**src/rtl/aitl_pkg.sv**
```systemverilog
// Mode codes, debounce state and zone classifier shared by the sensor path and the control top.
// Purely combinational helpers; no latency.
// No flow control here; consumers own their handshakes.
package aitl_pkg;

  // Command encoding understood by the control top FSM.
  localparam logic [1:0] MODE_HOLD     = 2'd0;
  localparam logic [1:0] MODE_TRACK    = 2'd1;
  localparam logic [1:0] MODE_RECOVERY = 2'd2;
  localparam logic [1:0] MODE_IDLE     = 2'd3;

  // Debounce FSM state.
  typedef logic [0:0] dbnc_state_t;
  localparam dbnc_state_t DB_STABLE  = 1'b0;
  localparam dbnc_state_t DB_PENDING = 1'b1;

  // Map an average onto a zone. The committed command widens the band it is
  // sitting in (or the band it must climb into) by the hysteresis margin.
  function automatic logic [1:0] classify_zone(input int a, input logic [1:0] c,
                                               input int lo, input int hi, input int hy);
    logic [1:0] z;
    if (a < lo)       z = MODE_RECOVERY;
    else if (a >= hi) z = MODE_IDLE;
    else              z = MODE_TRACK;
    case (c)
      MODE_TRACK: begin
        if (a < lo - hy)       z = MODE_RECOVERY;
        else if (a >= hi + hy) z = MODE_IDLE;
        else                   z = MODE_TRACK;
      end
      MODE_RECOVERY: begin
        if (a >= lo + hy && a < hi) z = MODE_TRACK;
        else if (a >= hi)           z = MODE_IDLE;
        else                        z = MODE_RECOVERY;
      end
      MODE_IDLE: begin
        if (a >= lo && a < hi - hy) z = MODE_TRACK;
        else if (a < lo)            z = MODE_RECOVERY;
        else                        z = MODE_IDLE;
      end
      default: ;
    endcase
    return z;
  endfunction

endpackage

```
**src/rtl/aitl_sensor_conditioner_avg.sv**
```systemverilog
// Power-of-two moving average over a circular sample window with warm-up and flush.
// Sample accepted at edge N -> avg_data/avg_valid registered at edge N+1.
// No backpressure: one sample per cycle always accepted; flush drops a colliding sample.
module aitl_moving_avg import aitl_pkg::*; #(
  parameter int DATA_W   = 8,
  parameter int AVG_LOG2 = 2
) (
  input  logic              clk,
  input  logic              reset,
  input  logic              sample_valid,
  input  logic [DATA_W-1:0] sample_data,
  input  logic              flush,
  output logic [DATA_W-1:0] avg_data,
  output logic              avg_valid
);

  localparam int DEPTH  = 1 << AVG_LOG2;
  localparam int SUM_W  = DATA_W + AVG_LOG2;
  localparam int FILL_W = AVG_LOG2 + 1;

  logic [DATA_W-1:0]   win [DEPTH];
  logic [AVG_LOG2-1:0] wr_ptr;
  logic [FILL_W-1:0]   fill;
  logic [SUM_W-1:0]    sum;
  logic [SUM_W-1:0]    sum_nxt;
  logic                full_upd;

  // Slots not yet written hold zero, so the same add/evict works during warm-up.
  // Intermediate wrap is harmless: the true result always fits in SUM_W.
  assign sum_nxt = sum + SUM_W'(sample_data) - SUM_W'(win[wr_ptr]);

  // Window, running sum, pointer and fill level; flush returns to warm-up.
  always_ff @(posedge clk or negedge reset) begin
    if (!reset) begin
      for (int i = 0; i < DEPTH; i++) win[i] <= '0;
      wr_ptr   <= '0;
      fill     <= '0;
      sum      <= '0;
      full_upd <= 1'b0;
    end else if (flush) begin
      for (int i = 0; i < DEPTH; i++) win[i] <= '0;
      wr_ptr   <= '0;
      fill     <= '0;
      sum      <= '0;
      full_upd <= 1'b0;
    end else if (sample_valid) begin
      win[wr_ptr] <= sample_data;
      wr_ptr      <= wr_ptr + AVG_LOG2'(1);
      sum         <= sum_nxt;
      if (fill != FILL_W'(DEPTH)) fill <= fill + FILL_W'(1);
      full_upd    <= (fill >= FILL_W'(DEPTH - 1));
    end else begin
      full_upd <= 1'b0;
    end
  end

  // Publish the truncated average one edge after the sum settles.
  always_ff @(posedge clk or negedge reset) begin
    if (!reset) begin
      avg_data  <= '0;
      avg_valid <= 1'b0;
    end else begin
      avg_valid <= full_upd;
      if (full_upd) avg_data <= DATA_W'(sum >> AVG_LOG2);
    end
  end

endmodule

```
**src/rtl/aitl_sensor_conditioner.sv**
```systemverilog
// Sensor front-end: moving average, then zone classification with hysteresis and debounce.
// Average at sample edge N+1; cmd_out/cmd_strobe at edge N+2 of the committing average.
// No backpressure: full-rate samples; outputs are single-cycle pulses with no ready.
module aitl_sensor_conditioner import aitl_pkg::*; #(
  parameter int DATA_W   = 8,
  parameter int AVG_LOG2 = 2,
  parameter int TH_LOW   = 75,
  parameter int TH_HIGH  = 88,
  parameter int HYST     = 2,
  parameter int DEBOUNCE = 3
) (
  input  logic              clk,
  input  logic              reset,
  input  logic              sample_valid,
  input  logic [DATA_W-1:0] sample_data,
  input  logic              flush,
  output logic [DATA_W-1:0] sensor_out,
  output logic              out_valid,
  output logic [1:0]        cmd_out,
  output logic              cmd_strobe
);

  localparam int CNT_W = $clog2(DEBOUNCE + 1);

  dbnc_state_t      state;
  logic [1:0]       cand;
  logic [CNT_W-1:0] cnt;
  logic [1:0]       zone;

  aitl_moving_avg #(
    .DATA_W   (DATA_W),
    .AVG_LOG2 (AVG_LOG2)
  ) u_avg (
    .clk          (clk),
    .reset        (reset),
    .sample_valid (sample_valid),
    .sample_data  (sample_data),
    .flush        (flush),
    .avg_data     (sensor_out),
    .avg_valid    (out_valid)
  );

  assign zone = classify_zone(int'(sensor_out), cmd_out, TH_LOW, TH_HIGH, HYST);

  // Debounce: a new zone must persist for DEBOUNCE consecutive averages before it commits.
  always_ff @(posedge clk or negedge reset) begin
    if (!reset) begin
      state      <= DB_STABLE;
      cand       <= MODE_HOLD;
      cnt        <= '0;
      cmd_out    <= MODE_HOLD;
      cmd_strobe <= 1'b0;
    end else begin
      cmd_strobe <= 1'b0;
      if (out_valid) begin
        if (zone == cmd_out) begin
          state <= DB_STABLE;
          cnt   <= '0;
        end else if (state == DB_PENDING && zone == cand) begin
          if (cnt + CNT_W'(1) == CNT_W'(DEBOUNCE)) begin
            cmd_out    <= cand;
            cmd_strobe <= 1'b1;
            state      <= DB_STABLE;
            cnt        <= '0;
          end else begin
            cnt <= cnt + CNT_W'(1);
          end
        end else begin
          cand <= zone;
          if (DEBOUNCE == 1) begin
            cmd_out    <= zone;
            cmd_strobe <= 1'b1;
            state      <= DB_STABLE;
            cnt        <= '0;
          end else begin
            cnt   <= CNT_W'(1);
            state <= DB_PENDING;
          end
        end
      end
    end
  end

endmodule
```
**config.mk**
```make
export PLATFORM = sky130hd
export DESIGN_NAME = aitl_sensor_conditioner
export DESIGN_NICKNAME = d
export VERILOG_FILES = /design/src/rtl/aitl_pkg.sv /design/src/rtl/aitl_sensor_conditioner_avg.sv /design/src/rtl/aitl_sensor_conditioner.sv
export SDC_FILE = /design/constraint.sdc
export NUM_CORES = 1
export LEC_CHECK = 0
export ABC_AREA = 1
export CELL_PAD_IN_SITES_DETAIL_PLACEMENT = 0
export CELL_PAD_IN_SITES_GLOBAL_PLACEMENT = 1
export CORE_UTILIZATION = 44
export CTS_CLUSTER_DIAMETER = 60
export CTS_CLUSTER_SIZE = 8
export DETAILED_ROUTE_END_ITERATION = 6
export GPL_TIMING_DRIVEN = 0
export PLACE_DENSITY_LB_ADDON = 0.1
export RECOVER_POWER = 50
export SYNTH_ARGS = -nofsm -noshare
export SYNTH_HDL_FRONTEND = slang
export SYNTH_SLANG_ARGS = --single-unit
```
**constraint.sdc**
```tcl
create_clock -name clk -period 4.24 [get_ports clk]
set_input_delay 0.636 -clock clk [delete_from_list [all_inputs] [get_ports clk]]
set_output_delay 0.636 -clock clk [all_outputs]
set_load 0.01 [all_outputs]
```
# Yosys cells after proc, flatten, opt, wreduce, memory -nomap -nowiden
# Index checks and enable logic that the tools add are counted.
# word_totals
out_inout_bits,12
regBits,65
word_cells,88
# classes
eq_ne,8
add_sub_neg,5
reduce_logical,10
muxes,36
bitwise_logic,3
n_lt_le_gt_ge,11
# ops
cell,count
32-bit 2-to-1 mux,2
32-bit bitwise mux,1
"8-bit by 7-bit >= comparator with 1-bit output, second input constant",4
"8-bit by 7-bit less-than comparator with 1-bit output, second input constant",4
8-bit 2-to-1 mux,3
2-bit 2-to-1 mux,11
10-bit 2-to-1 mux,2
8-bit binary-select mux with 2-bit select,1
8-bit demux with 2-bit select,1
1-bit 2-to-1 mux,11
10-bit by 8-bit adder with 10-bit output,1
10-bit by 8-bit subtractor with 10-bit output,1
3-bit 2-to-1 mux,3
"2-bit == test, second input constant",3
2-bit one-hot mux with 3 select lines,1
"2-bit by 1-bit adder with 2-bit output, second input constant",2
2-bit == test,2
1-bit logical AND,4
2-bit AND reduction,2
4-bit AND reduction,1
2-bit nonzero test,2
"3-bit by 1-bit adder with 3-bit output, second input constant",1
"3-bit by 2-bit >= comparator with 1-bit output, second input constant",1
"3-bit >= comparator, second input constant",1
7 further kinds,8

# Logic depth before layout (Yosys ltp)
# Gate-level depths: netlist of the first run.
# depth
ltp_word,9
ltp_mapped,18

# Hierarchy
# Synthesis of the first run repeated with hierarchy kept, for this count alone.
# unflattened
hier_cells,498
area_unflattened_um2,3916.3
# by_module_without_submodules
module,cells_per_inst,area_each_um2,n_inst,seq_area_each_um2
aitl_moving_avg,371,3110.5,1,1426.4
aitl_sensor_conditioner,127,805.8,1,200.2

# Least setup slack after synthesis of the first run
# OpenSTA, ideal clock, no wires.
# synth_path
path_type,register to register
from,register u_avg.wr_ptr[0]
to,register u_avg.sum[8]
required_time_ps,4109
path_buffers,1
setup_time_ps,131
path_slack_ps,1192
arrival_time_ps,2917
stages_incl_launch_ff,18
cell_sequence,dfrtp_1 > clkinv_1 > clkbuf_1 > nor2_1 > o22ai_1 > fa_1 > inv_1 > fa_1 > nand3_1 > nand2_1 > nand2_1 > nand2_1 > a21oi_1 > nor2_1 > o21ai_0 > nand2_1 > o21ai_0 > o21ai_0
# synth_via
elab_chain_len,7
# synth_rtl
item,line_no,source
start: declaration,aitl_sensor_conditioner_avg.sv:22,logic [AVG_LOG2-1:0] wr_ptr;
start signal: assignment,aitl_sensor_conditioner_avg.sv:48,wr_ptr <= wr_ptr + AVG_LOG2'(1);
2-bit NOT with 3-bit output (implied by the code),aitl_sensor_conditioner_avg.sv:30,assign sum_nxt = sum + SUM_W'(sample_data) - SUM_W'(win[wr_ptr]);
8-bit binary-select mux with 2-bit select,aitl_sensor_conditioner_avg.sv:30,
8-bit 2-to-1 mux (implied by the code) (2 in a row),aitl_sensor_conditioner_avg.sv:30,
10-bit by 8-bit subtractor with 10-bit output,aitl_sensor_conditioner_avg.sv:30,
10-bit 2-to-1 mux,aitl_sensor_conditioner_avg.sv:46,end else if (sample_valid) begin
10-bit 2-to-1 mux,aitl_sensor_conditioner_avg.sv:40,end else if (flush) begin
end signal: assignment,aitl_sensor_conditioner_avg.sv:49,sum <= sum_nxt;
end: declaration,aitl_sensor_conditioner_avg.sv:24,logic [SUM_W-1:0] sum;
# Every way passes these cells. The select of a mux whose other input is x is not followed.
# A chain may end at the register's enable or synchronous reset.

# Final worst setup path of the first run
# Same ends and word-level chain as after synthesis.

==> flow_summary.toml, run 1 <==
[detailed_routing]
ant_nets = 0
vias_per_cell = 5.235
route.final.wire_length_um = 9171
vias = 3235
post-route-drc-count = 0
mean_routed_wirelength_per_cell_um = 14.84
drtIter0Drc = 175
drt_first_pass_iters = 5

[synthesis]
synth.avg_cell_area_sq_um = 7.900
async_reset_ff_share_pct = 100.0
ys.warnings.count = 0
proportion_of_synthesized_chip_area_in_sequential_cells_pct = 43.35
synth_top_cells_by_count = "sky130_fd_sc_hd__nand2_1, sky130_fd_sc_hd__o21ai_0, sky130_fd_sc_hd__dfrtp_1"
yosys.area.top_type_share_pct = 43.35
netlist-cell-type-count = 26
mappedNetlistNets = 512
postSynthCellCount = 475
synth_enable_flop_cells = 0
yosys_register_bits = 65
mappedNetlistArea_sq_um = 3752
synth_flop_type = "sky130_fd_sc_hd__dfrtp_1"
post-synth-top-area-cell = "sky130_fd_sc_hd__dfrtp_1"
post_synth_main_area_contributors = "sky130_fd_sc_hd__dfrtp_1, sky130_fd_sc_hd__o21ai_0, sky130_fd_sc_hd__nand2_1, sky130_fd_sc_hd__nand3_1, sky130_fd_sc_hd__inv_1"
post-synth-top-count-cell = "sky130_fd_sc_hd__nand2_1"

[worst_setup_path]
worst-endpoint-arrival_ns = 4.03
rr_endpoint = "u_avg.sum[8]"
r2r.worst_path.cells = 17
critical_path.reg2reg.startpoint = "u_avg.wr_ptr[0]"
crit_path_start_kind = "register"
path_max_fanout = 11
reg2reg_slack_ns = 0.41
cp-end-kind = "register"
timing.setup.critical_path_class = "register to register"
critical_path_required_ns = 4.44

[min_path]
worst_hold_startpoint = "u_avg.sum[5]"
hold-path-endpoint = "u_avg.avg_data[3]"
holdPathStages = 2
holdCritPathClass = "register to register"

[pwr]
power_leakage_nw = 2.080
max-vdd-ir-drop_v = 0.0002501
power-per-cell-area_nw_per_um2 = 540.2

[timing]
finalHoldViolCount = 0
grt_setup_unrepaired = "false"
period_minus_slack_ns = 3.826
clock_skew_ns = 0.009162
finalSetupTns_ns = 0
max_slew_margin_pct = -10.64
worst_pin_slew_ns = 1.660
final.period_utilization_pct = 90.23
setup_violations = 0
fmaxAchievable_mhz = 261.4
drv_slew = 66

[clock_network]
postCtsHoldBufs = 0
worst_setup_hold_path_clk_slew_ns = 0.07
cts-buffers-inserted = 9
clock_insertion_delay_worst_skew_ns = 0.35
ctsRootBufferMaster = "sky130_fd_sc_hd__clkbuf_8"
post_cts.resized_instances = 0
clock_sinks = 65
tritoncts = "done"
cts.repair_timing.setup_buffer_count = 0
cts_buffer_depth = 2
number_of_h_tree_levels = 3

[global_routing]
global_route.overflow_total = 0
gr-usage-all-layers_pct = 23.24
global_route_wire_length_before_repair_um = 15590
maximum_number_of_pins_on_one_net_before_global_route_repair = 66
first_global_vias = 3149
grt_antenna_before_repair = 0

[cells_and_area]
area_growth_pct = 15.31
finalNetCount = 546
insertedDiodeCount = 0
finish.instance_area_sq_um = 4327
stdcell_count = 618
drive_above_1_share_pct = 7.602

[placement]
port_buffers = 23
post-dp-hpwl_um = 6557
placed_area_sq_um = 4111
finalWeightedCongestion = 0.8072
dpl.cell_count = 603

[die]
placeableCoreArea_sq_um = 8217
floorplan.io_pins = 24
placement_rows = 33
die_w_um = 94.35
die_y_um = 94.35
floorplan.initialDensity_pct = 45.67
fp.dieArea_sq_um = 8901

[flow_run]
timing.max_cap.violations = 1

[outcome]
failed_checks = "max-capacitance violations, max-slew violations"
run_status = "finished with violations"
-- cell type report --
cell class,count,area (sq um)
fillers,807,3890
multi-input cells,330,1826
flip-flops and latches,65,1627
inverters,68,255.2
repair buffers,23,225.2
clock buffers,10,137.6
well taps,105,131.4
clock inverters,5,80.08
plain buffers,12,45.04
-- critical path: stages, from the launching register on --
cell                       delay, ns
sky130_fd_sc_hd__dfrtp_1        0.56
sky130_fd_sc_hd__clkinv_1       0.36
sky130_fd_sc_hd__clkbuf_1       0.38
sky130_fd_sc_hd__nor2_1         0.17
sky130_fd_sc_hd__o22ai_1        0.14
sky130_fd_sc_hd__fa_1           0.50
sky130_fd_sc_hd__inv_1          0.07
sky130_fd_sc_hd__fa_1           0.47
sky130_fd_sc_hd__nand3_1        0.10
sky130_fd_sc_hd__nand2_1        0.07
sky130_fd_sc_hd__nand2_1        0.08
sky130_fd_sc_hd__nand2_1        0.06
sky130_fd_sc_hd__a21oi_1        0.18
sky130_fd_sc_hd__nor2_1         0.08
sky130_fd_sc_hd__o21ai_0        0.15
sky130_fd_sc_hd__nand2_1        0.08
sky130_fd_sc_hd__o21ai_0        0.14
sky130_fd_sc_hd__o21ai_0        0.10
-- placed cells by master, fill, tap and decap left out --
| cell type | instances |
|---|---|
| sky130_fd_sc_hd__inv_1 | 60 |
| sky130_fd_sc_hd__o21ai_1 | 1 |
| sky130_fd_sc_hd__o22ai_1 | 13 |
| sky130_fd_sc_hd__nor2_4 | 1 |
| sky130_fd_sc_hd__nor2_2 | 4 |
| sky130_fd_sc_hd__dfrtp_1 | 65 |
| sky130_fd_sc_hd__clkbuf_8 | 10 |
| sky130_fd_sc_hd__xnor2_1 | 1 |
| sky130_fd_sc_hd__nand3_2 | 4 |
| sky130_fd_sc_hd__a21oi_4 | 1 |
| sky130_fd_sc_hd__bufinv_16 | 2 |
| sky130_fd_sc_hd__a21oi_1 | 15 |
| sky130_fd_sc_hd__clkinv_2 | 1 |
| sky130_fd_sc_hd__clkbuf_2 | 1 |
| sky130_fd_sc_hd__fa_1 | 8 |
| sky130_fd_sc_hd__inv_2 | 6 |
| sky130_fd_sc_hd__nand2_2 | 5 |
| sky130_fd_sc_hd__o21ai_0 | 72 |
| sky130_fd_sc_hd__o21ai_2 | 1 |
| sky130_fd_sc_hd__nand3_1 | 52 |
| sky130_fd_sc_hd__nand4_1 | 2 |
| sky130_fd_sc_hd__ha_1 | 17 |
| sky130_fd_sc_hd__nor3_1 | 1 |
| sky130_fd_sc_hd__o2111ai_1 | 1 |
| sky130_fd_sc_hd__clkdlybuf4s50_1 | 22 |
| sky130_fd_sc_hd__nand2_4 | 1 |
| sky130_fd_sc_hd__nor2_1 | 42 |
| sky130_fd_sc_hd__clkinv_1 | 2 |
| sky130_fd_sc_hd__clkbuf_1 | 12 |
| sky130_fd_sc_hd__nand3b_1 | 1 |
| sky130_fd_sc_hd__clkinvlp_4 | 2 |
| sky130_fd_sc_hd__nand2_1 | 87 |
-- state kept, by name, indices dropped and copies added, names as in the netlist --
signal and count:
u_avg.sum 10, cand 2, cmd_strobe 1, cmd_out 2, u_avg.avg_valid 1, u_avg.fill 3
u_avg.win 32, state 1, u_avg.full_upd 1, u_avg.avg_data 8, u_avg.wr_ptr 2, cnt 2
-- cell families after synthesis --
kind of cell / share of synthesized area (%)
xor+xnor: 0.2335
flops: 43.35
simple gates: 23.67
fa+ha+maj: 9.936
buf+inv: 8.003
compound gates: 14.81
-- worst max path at each step --
stage,startpoint,to,slack (ns),depth (start not counted)
floorplan,u_avg.wr_ptr[0],u_avg.sum[8],1.19,17
global placement,reset,cand[0],0.29,1
detailed placement,u_avg.wr_ptr[0],u_avg.sum[8],0.48,17
CTS,u_avg.wr_ptr[0],u_avg.sum[8],0.45,17
global route,u_avg.wr_ptr[0],u_avg.sum[8],0.01,18
finish,u_avg.wr_ptr[0],u_avg.sum[8],0.41,17
-- per-layer routing --
layer	GRT usage, %	wire [um]
met4	6.923	140
met5	0	0
met2	33.15	3857
met3	5.153	481
met1	34.95	4693
-- where the power goes --
group          internal [mW]  switching, mW  total [mW]
Combinational          0.361          0.575       0.936
Sequential             0.720         0.0947       0.814
Clock                  0.343          0.244       0.587
-- per-stage QoR --
stage	util (%)	hold slack [ns]	setup WS [ns]	total power, mW
final	52.66	0.4846	0.4141	2.337
after global routing	52.66	0.5192	0.01453	2.562
after CTS	52.69	0.4268	0.4538	2.360
after detailed placement	50.04	0.4726	0.4795	1.763
after global placement	50.07	0.4700	0.2917	1.755
after floorplan	-	0.3404	1.192	1.496
Power figures use the tool's default switching activity.
==> run 2: changes to the inputs <==
--- a/config.mk
+++ b/config.mk
@@ -5,10 +5,9 @@
 export SDC_FILE = /design/constraint.sdc
 export NUM_CORES = 1
 export LEC_CHECK = 0
-export ABC_AREA = 1
 export CELL_PAD_IN_SITES_DETAIL_PLACEMENT = 0
 export CELL_PAD_IN_SITES_GLOBAL_PLACEMENT = 1
-export CORE_UTILIZATION = 44
+export CORE_UTILIZATION = 47
 export CTS_CLUSTER_DIAMETER = 60
 export CTS_CLUSTER_SIZE = 8
 export DETAILED_ROUTE_END_ITERATION = 6
==> run 2 against run 1 <==
Effect of this change:
- the flow still finishes with violations (max-capacitance violations, max-slew violations)
- worst hold slack got worse by 0.11 ns
- critical path depth shrank 6
- synthesized area up 2.1%
- final cell count shrank 13%
- global-route usage down 0.77 points
- via count down 8.3%
- power decreased by 6.6%
- first-iteration DRC count down 29%
- wire length shrank 7.0%
- non-clock buffer count increased by 8
- synthesized cell count shrank 16%
- sequential share of layout area down 0.24 points
- largest cell class unchanged
- largest power group unchanged
- highest routed layer unchanged
==> flow_summary.toml, run 2 <==
[worst_setup_path]
timing.setup.critical_path_class = "register to register"
cp-end-kind = "register"
path_max_fanout = 10
critical_path_required_ns = 4.46
worst-endpoint-arrival_ns = 3.87
crit_path_start_kind = "register"

[synthesis]
async_reset_ff_share_pct = 100.0
mappedNetlistArea_sq_um = 3831
post_synth_main_area_contributors = "sky130_fd_sc_hd__dfrtp_1, sky130_fd_sc_hd__a21oi_1, sky130_fd_sc_hd__ha_1, sky130_fd_sc_hd__inv_1, sky130_fd_sc_hd__mux4_2"
synth_flop_type = "sky130_fd_sc_hd__dfrtp_1"
synth_enable_flop_cells = 0
netlist-cell-type-count = 49
post-synth-top-area-cell = "sky130_fd_sc_hd__dfrtp_1"
mappedNetlistNets = 435
post-synth-top-count-cell = "sky130_fd_sc_hd__dfrtp_1"
yosys.area.top_type_share_pct = 42.46
synth.avg_cell_area_sq_um = 9.626
postSynthCellCount = 398
synth_top_cells_by_count = "sky130_fd_sc_hd__dfrtp_1, sky130_fd_sc_hd__inv_1, sky130_fd_sc_hd__a21oi_1"
proportion_of_synthesized_chip_area_in_sequential_cells_pct = 42.46
yosys_register_bits = 65
ys.warnings.count = 0

[timing]
finalHoldViolCount = 0
final.period_utilization_pct = 86.14
hold_ws_ns = 0.3712
period_minus_slack_ns = 3.652
grt_setup_unrepaired = "false"
max_slew_margin_pct = -9.203
fmaxAchievable_mhz = 273.8
worst_pin_slew_ns = 1.638
finalSetupTns_ns = 0
drv_slew = 66
setup_violations = 0
clock_skew_ns = 0.006725

[die]
die_y_um = 92.29
placeableCoreArea_sq_um = 7807
floorplan.io_pins = 24
floorplan.initialDensity_pct = 49.07
die_w_um = 92.29
placement_rows = 32
fp.dieArea_sq_um = 8517

[detailed_routing]
post-route-drc-count = 0
ant_nets = 0
route.final.wire_length_um = 8526
drt_first_pass_iters = 4
vias = 2968
vias_per_cell = 5.527
mean_routed_wirelength_per_cell_um = 15.88
drtIter0Drc = 124

[pwr]
power-per-cell-area_nw_per_um2 = 501.3
max-vdd-ir-drop_v = 0.0001818
power_leakage_nw = 1.960

[global_routing]
global_route_wire_length_before_repair_um = 14570
global_route.overflow_total = 0
grt_antenna_before_repair = 0
first_global_vias = 2954
gr-usage-all-layers_pct = 22.47
maximum_number_of_pins_on_one_net_before_global_route_repair = 66

[clock_network]
cts.repair_timing.setup_buffer_count = 0
cts-buffers-inserted = 9
clock_sinks = 65
number_of_h_tree_levels = 3
clock_insertion_delay_worst_skew_ns = 0.33
worst_setup_hold_path_clk_slew_ns = 0.07
tritoncts = "done"
cts_buffer_depth = 2
ctsRootBufferMaster = "sky130_fd_sc_hd__clkbuf_8"

[flow_run]
timing.max_cap.violations = 1

[cells_and_area]
area_growth_pct = 13.65
top_flop_regs = "u_avg.win: 32 flops, u_avg.sum: 10 flops, u_avg.avg_data: 8 flops"
finalNetCount = 469
top_register = "u_avg.win"
number_of_flip_flops_under_the_largest_register_name = 32
layout_commonest_cell = "sky130_fd_sc_hd__dfrtp_1"
drive_above_1_share_pct = 10.57
commonest_cells_after_routing_fill_and_taps_aside = "sky130_fd_sc_hd__dfrtp_1, sky130_fd_sc_hd__inv_1, sky130_fd_sc_hd__a21oi_1, sky130_fd_sc_hd__nand2_1, sky130_fd_sc_hd__nand3_1"
insertedDiodeCount = 0

[outcome]
failed_checks = "max-capacitance violations, max-slew violations"
run_status = "finished with violations"

[placement]
finalWeightedCongestion = 0.8304
post-dp-hpwl_um = 6218
port_buffers = 23

[min_path]
holdCritPathClass = "register to register"
-- run 2: cell count changes after synthesis, moves of 11 or more --
cell,delta
sky130_fd_sc_hd__a21oi_1,+30
sky130_fd_sc_hd__nand2_1,-43
sky130_fd_sc_hd__inv_1,-11
sky130_fd_sc_hd__o21ai_0,-65
sky130_fd_sc_hd__nand3_1,-18
sky130_fd_sc_hd__nor2_1,-22
sky130_fd_sc_hd__o22ai_1,-11
-- run 2: cell families after synthesis --
logic type | Yosys count | synth area share, %
flip-flops | 65 | 42.46
AO/OA/AOI/OAI | 86 | 14.73
XOR/XNOR | 10 | 2.286
AND/OR/NAND/NOR | 119 | 14.27
buffers and inverters | 69 | 7.185
multiplexers | 24 | 9.340
adder cells (fa/ha/maj) | 25 | 9.732
-- run 2: worst paths after layout --
path | startpoint | to | slack (ns) | cells after the start
max in group asynchronous | reset | u_avg.win[4] | 2.55 | 1
hold / removal | u_avg.full_upd | u_avg.avg_valid | 0.37 | 0
setup / recovery | u_avg.wr_ptr[0] | u_avg.sum[8] | 0.59 | 11
hold reg to reg | u_avg.full_upd | u_avg.avg_valid | 0.37 | 0
min in group asynchronous | reset | u_avg.sum[1] | 0.72 | 1
setup reg to reg | u_avg.wr_ptr[0] | u_avg.sum[8] | 0.59 | 11
-- run 2: final cells by class --
type,instances,area [sq um]
fill,746,3453
multi-input combinational,264,1929
sequential,65,1627
timing repair buffer,23,225.2
inverter,49,183.9
clock buffer,11,151.4
tap,102,127.6
buffer,20,92.59
clock inverter,3,17.52
-- run 2: where the power goes --
group / internal, mW / switching, mW / total [mW]
sequential: 0.715 / 0.0955 / 0.810
clock: 0.235 / 0.225 / 0.461
combinational: 0.428 / 0.484 / 0.912
total: 1.38 / 0.805 / 2.18
-- run 2: worst max-delay path, stage by stage (launching register included) --
cell	delay, ns
sky130_fd_sc_hd__dfrtp_1	0.38
sky130_fd_sc_hd__clkbuf_2	0.37
sky130_fd_sc_hd__mux4_2	0.58
sky130_fd_sc_hd__fa_1	0.50
sky130_fd_sc_hd__inv_1	0.07
sky130_fd_sc_hd__fa_1	0.46
sky130_fd_sc_hd__a21o_1	0.17
sky130_fd_sc_hd__a21oi_1	0.22
sky130_fd_sc_hd__o21bai_1	0.09
sky130_fd_sc_hd__a21oi_1	0.23
sky130_fd_sc_hd__o21ai_0	0.17
sky130_fd_sc_hd__a221o_1	0.31
-- run 2: timing repair --
action                                  in CTS  in global routing
endpoints found under the setup margin       0                  1
endpoints found under the hold margin        0                  0
hold buffers                                 0                  0
gates resized for setup                      0                  3
-- run 2: stage by stage --
| stage | instances | power [mW] | utilization (%) | worst slack, ns | instance area, sq um |
|---|---|---|---|---|---|
| floorplan | 398 | 1.491 | - | 0.6634 | 3831 |
| global placement | 523 | 1.722 | 53.65 | 0.2263 | 4189 |
| global route | 537 | 2.362 | 55.77 | 0.3464 | 4354 |
| detailed placement | 523 | 1.743 | 53.62 | 0.1963 | 4187 |
| CTS | 537 | 2.211 | 55.79 | 0.1878 | 4355 |
| finish | 537 | 2.183 | 55.77 | 0.5878 | 4354 |
-- run 2: per-layer routing --
metal	track usage, %	vias up	share of wire, %
li1	-	1433	-
met5	0	-	0
met1	28.41	1450	45
met4	10.55	0	2.5
met2	37.69	68	49
met3	3.566	17	4.0
